==> src/rtl/popcnt_pkg.sv <==
// Shared definitions for the sequenced population counter.
// Contents: FSM state encoding, a constant clog2, and helpers that derive the
// chunk count and result width from the word width and chunk size.
package popcnt_pkg;

  typedef enum logic [1:0] {
    StIdle = 2'd0,
    StRun  = 2'd1,
    StDone = 2'd2
  } state_e;

  // Ceiling log2; clog2(1) = 0.
  function automatic int unsigned clog2(input int unsigned value);
    int unsigned res;
    res = 0;
    for (int unsigned i = 0; i < 32; i++) begin
      if ((longint'(1) << i) < longint'(value)) res = i + 1;
    end
    return res;
  endfunction

  // Number of CHUNK-bit slices needed to cover a W-bit word.
  function automatic int unsigned nchunk(input int unsigned w, input int unsigned chunk);
    return (w + chunk - 1) / chunk;
  endfunction

  // Width that holds any count from 0 to W inclusive.
  function automatic int unsigned out_w(input int unsigned w);
    return clog2(w + 1);
  endfunction

endpackage

==> src/rtl/popcnt_chunk.sv <==
// Combinational popcount of one CHUNK-bit slice.
// Ports:
//   data_i  - slice to count
//   count_o - number of set bits in data_i, clog2(CHUNK+1) bits wide
module popcnt_chunk
  import popcnt_pkg::*;
#(
  parameter int unsigned CHUNK = 16,
  localparam int unsigned SUM_W = clog2(CHUNK + 1)
) (
  input  logic [CHUNK-1:0] data_i,
  output logic [SUM_W-1:0] count_o
);

  always_comb begin
    count_o = '0;
    for (int unsigned i = 0; i < CHUNK; i++) begin
      count_o = count_o + SUM_W'(data_i[i]);
    end
  end

endmodule

==> src/rtl/popcnt_ctrl.sv <==
// Sequenced population counter: accepts a W-bit word over valid/ready, counts
// CHUNK bits per cycle through one shared chunk counter, and returns the count
// over a second valid/ready handshake.
// Ports:
//   clk, rst                 - clock, asynchronous active-high reset
//   in_data/in_valid/in_ready - word input handshake
//   clr                      - synchronous abort, highest priority
//   out_count/out_valid/out_ready - result output handshake
//   busy                     - high while a word is being counted or held
module popcnt_ctrl
  import popcnt_pkg::*;
#(
  parameter int unsigned W = 255,
  parameter int unsigned CHUNK = 16,
  localparam int unsigned NCHUNK = nchunk(W, CHUNK),
  localparam int unsigned OUT_W = out_w(W)
) (
  input  logic             clk,
  input  logic             rst,
  input  logic [W-1:0]     in_data,
  input  logic             in_valid,
  output logic             in_ready,
  input  logic             clr,
  output logic [OUT_W-1:0] out_count,
  output logic             out_valid,
  input  logic             out_ready,
  output logic             busy
);

  localparam int unsigned SH_W  = NCHUNK * CHUNK;
  localparam int unsigned SUM_W = clog2(CHUNK + 1);
  localparam int unsigned IDX_W = (NCHUNK > 1) ? clog2(NCHUNK) : 1;

  state_e             state_q, state_d;
  logic [SH_W-1:0]    sh_q, sh_d;
  logic [OUT_W-1:0]   acc_q, acc_d;
  logic [IDX_W-1:0]   idx_q, idx_d;
  logic [SUM_W-1:0]   chunk_sum;

  popcnt_chunk #(
    .CHUNK (CHUNK)
  ) u_chunk (
    .data_i  (sh_q[CHUNK-1:0]),
    .count_o (chunk_sum)
  );

  always_comb begin
    state_d = state_q;
    sh_d    = sh_q;
    acc_d   = acc_q;
    idx_d   = idx_q;
    if (clr) begin
      state_d = StIdle;
    end else begin
      unique case (state_q)
        StIdle: begin
          if (in_valid) begin
            // Upper padding bits are zero so a partial last chunk counts correctly.
            sh_d    = SH_W'(in_data);
            acc_d   = '0;
            idx_d   = '0;
            state_d = StRun;
          end
        end
        StRun: begin
          acc_d = acc_q + OUT_W'(chunk_sum);
          sh_d  = sh_q >> CHUNK;
          idx_d = idx_q + IDX_W'(1);
          if (idx_q == IDX_W'(NCHUNK - 1)) state_d = StDone;
        end
        StDone: begin
          if (out_ready) state_d = StIdle;
        end
        default: state_d = StIdle;
      endcase
    end
  end

  always_ff @(posedge clk or posedge rst) begin
    if (rst) begin
      state_q <= StIdle;
      sh_q    <= '0;
      acc_q   <= '0;
      idx_q   <= '0;
    end else begin
      state_q <= state_d;
      sh_q    <= sh_d;
      acc_q   <= acc_d;
      idx_q   <= idx_d;
    end
  end

  // Outputs depend on registered state only.
  always_comb begin
    in_ready  = (state_q == StIdle);
    out_valid = (state_q == StDone);
    busy      = (state_q != StIdle);
    out_count = out_valid ? acc_q : '0;
  end

endmodule

==> config.mk <==
export PLATFORM = sky130hd
export DESIGN_NAME = popcnt_ctrl
export DESIGN_NICKNAME = d
export VERILOG_FILES = /design/src/rtl/popcnt_pkg.sv /design/src/rtl/popcnt_chunk.sv /design/src/rtl/popcnt_ctrl.sv
export SDC_FILE = /design/constraint.sdc
export NUM_CORES = 1
export LEC_CHECK = 0
export ABC_AREA = 0
export ABC_CLOCK_PERIOD_IN_PS = 10080
export CAP_MARGIN = 5
export CELL_PAD_IN_SITES_DETAIL_PLACEMENT = 0
export CELL_PAD_IN_SITES_GLOBAL_PLACEMENT = 1
export CORE_ASPECT_RATIO = 1.2
export CORE_MARGIN = 2
export CORE_UTILIZATION = 40
export DETAILED_ROUTE_END_ITERATION = 10
export PLACE_DENSITY = 0.9
export SLEW_MARGIN = 40
export SYNTH_ARGS = -nofsm -noshare
export SYNTH_HDL_FRONTEND = slang
export SYNTH_SLANG_ARGS = --single-unit
==> constraint.sdc <==
create_clock -name clk -period 10.08 [get_ports clk]
set_input_delay 1.512 -clock clk [delete_from_list [all_inputs] [get_ports clk]]
set_output_delay 1.512 -clock clk [all_outputs]
set_load 0.005 [all_outputs]
==> results.md <==
* Max-Cap Viols at 0
* Metal-1 WL at 13500 um
* Leakage power figure at 7.72 nW
* Residual DRC count at 0
* I/O pin count at 271
* Most frequent cells in the layout: clkdlybuf4s50_1, dfrtp_1, inv_1
* Sequential-to-total area share from yosys stat at 55.0%
* Fin crit share at 48.9%
* Top routing layer in use: met4
* CTS Buf Count at 28
* CP endpoint kind: flip-flop
* Netlist Area Pre-Place at 12200 um^2
* Number of synthesis warnings at 0
* Hold Fails Final Rpt at 0
* Routed length on met3 at 2550 um
* Crit path DAT at 5.35 ns
* Starting density of the core at 40.4%
* Clock transition at path regs at 0.06 ns
* GRT Total Usage at 20.1%
* Vias in the first global route at 9325
* Netlist cell types at 37
* Cells after synthesis at 1093
* Fin Setup TNS at 0 ns
* CTS max path bufs at 3
* Total Power at 0.00348 W
* Post-CTS Setup Inserts at 0
* Final setup vio count at 0
* Die Wd at 164 um
* Clock root buffer: clkbuf_16
* FMAX at 0.203 GHz
* HP Class: reg -> reg
* Vias/cell at 5.38
* #FFs+latches synth at 269
* Post-synth EDFFs at 0
* DRT Pass-1 Iters at 8
* CP required at 10.50 ns
* First-pass GRT wire length at 50900 um
* Routed wl met2 at 15600 um
* Worst-Skew Late Latency at 0.53 ns
* Status: finished, final reports clean
* Site Rows at 70
* Commonest non-fill, non-tap cell in the layout: clkdlybuf4s50_1
* Peak VDD IR at 0.160 mV
* RSZ-0062 raised after global routing: false
* WL/cell at 18.9 um
* GPL Wtd Cong at 0.799
* # hold bufs at CTS at 0
* # diodes at 0
* Power Density at 219 nW/um^2
* Synth Flop Type: dfrtp_1
* Hold slack at 0.475 ns
* Number of port buffers at 270
* Layout area overhead at 30.1%
* Die area at 32000 um^2
* Clk sinks at 269
* Crit Path Category: reg -> reg
* Antenna Violating Nets Remaining at 0
* Die Span Y at 196 um
* Total number of H-tree levels at 1
* Post-Syn Nets at 1375
* Global route overflow at 0
* CTS tree: yes
* Post-cts resize count at 0
* Worst Path Max Fanout at 4
* Slew Limit Fails at 0
* Pin count of the biggest net entering global routing at 130
* WL final at 32800 um
* Tightest Pin Transition at 0.791 ns
* # nets final at 1597
* Clock skew at 0.00791 ns
* Iter 0 DRT Violations at 1210
* Antenna violations before repair at 0
* Vias at 9317
* Min Tclk post-route at 4.93 ns
* HPWL after detailed placement at 22700 um
* Fraction of layout cells with a size suffix above 1 at 4.72%
* Crit path launch type: flip-flop
* Slew Limit Headroom at 47.3%
* Core box area at 30300 um^2
* FFs w/ async S/R, synth at 100%
* Syn Area/Cell at 11.2 um^2
critical path: stages (launching register included):
cell	delay [ns]
dfrtp_1	0.39
ha_1	0.28
inv_1	0.05
fa_1	0.50
fa_1	0.42
fa_1	0.51
fa_1	0.44
fa_1	0.44
fa_1	0.48
xnor2_1	0.15
ha_1	0.34
o21ai_0	0.13
o21ai_0	0.31
a31oi_1	0.15
a41o_1	0.22
cell usage after synthesis (all sizes together), types with 4 or more instances:
cell type | count | share of area (%)
dfrtp | 269 | 55
fa | 11 | 1.8
ha | 11 | 1.1
nor2b | 4 | 0.20
nand2 | 118 | 3.6
buf | 69 | 3.9
and2 | 10 | 0.51
nand3 | 7 | 0.29
a21oi | 5 | 0.20
a22o | 18 | 1.3
inv | 162 | 5.0
o21ai | 112 | 4.6
nor2 | 10 | 0.37
clkbuf | 19 | 0.58
mux2i | 110 | 9.0
a222oi | 132 | 11
power breakdown:
group | switching (W) | total, W | internal (W)
logic | 0.000513 | 0.00102 | 0.000506
registers | 0.000162 | 0.00147 | 0.00130
clock network | 0.000423 | 0.000997 | 0.000574
sequential cells by signal (all words and copies together), names as in the netlist:
register and flops:
acc_q 8, state_q 2, sh_q 255, idx_q 4
metal layers:
metal / vias up / GRT usage [%]
met1: 4497 / 27.1
met5: - / 0
met4: 0 / 7.60
met2: 391 / 31.9
li1: 4368 / -
met3: 61 / 4.27
stage by stage:
step / instance area, um^2 / util, % / setup WS, ns / std cells
4_1_cts: 15900 / 52.5 / 5.16 / 1732
5_1_grt: 15900 / 52.5 / 4.95 / 1732
6_report: 15900 / 52.5 / 5.15 / 1732
2_1_floorplan: 12200 / - / 1.16 / 1093
3_3_place_gp: 15000 / 49.5 / 5.32 / 1681
3_5_place_dp: 15000 / 49.6 / 5.19 / 1681
final timing paths:
kind / slack (ns) / from / cells past startpoint / end
max: 5.15 / sh_q[1] / 14 / acc_q[5]
min: 0.48 / sh_q[51] / 2 / sh_q[51]
max reg2reg: 5.15 / sh_q[1] / 14 / acc_q[5]
min reg2reg: 0.48 / sh_q[51] / 2 / sh_q[51]
max in group asynchronous: 7.39 / rst / 3 / sh_q[166]
min in group asynchronous: 1.54 / rst / 2 / state_q[1]
logic make-up after synthesis:
| kind of cell | Yosys count | share of synthesized area, % |
|---|---|---|
| fa+ha+maj | 22 | 2.92 |
| mux | 110 | 9.00 |
| buf+inv | 250 | 9.41 |
| simple gates | 159 | 5.72 |
| flops | 269 | 55.0 |
| compound gates | 278 | 17.6 |
| xor+xnor | 5 | 0.358 |
area by class of cell:
type                            count  area, um^2
Inverter                          162         621
Clock inverter                     12        93.8
Clock buffer                       39         793
Sequential cell                   269        6730
Fill cell                        2690       14400
Timing Repair Buffer              280        2810
Multi-Input combinational cell    574        4380
Tap cell                          396         495
No activity file was read; power rests on OpenSTA's default activity.
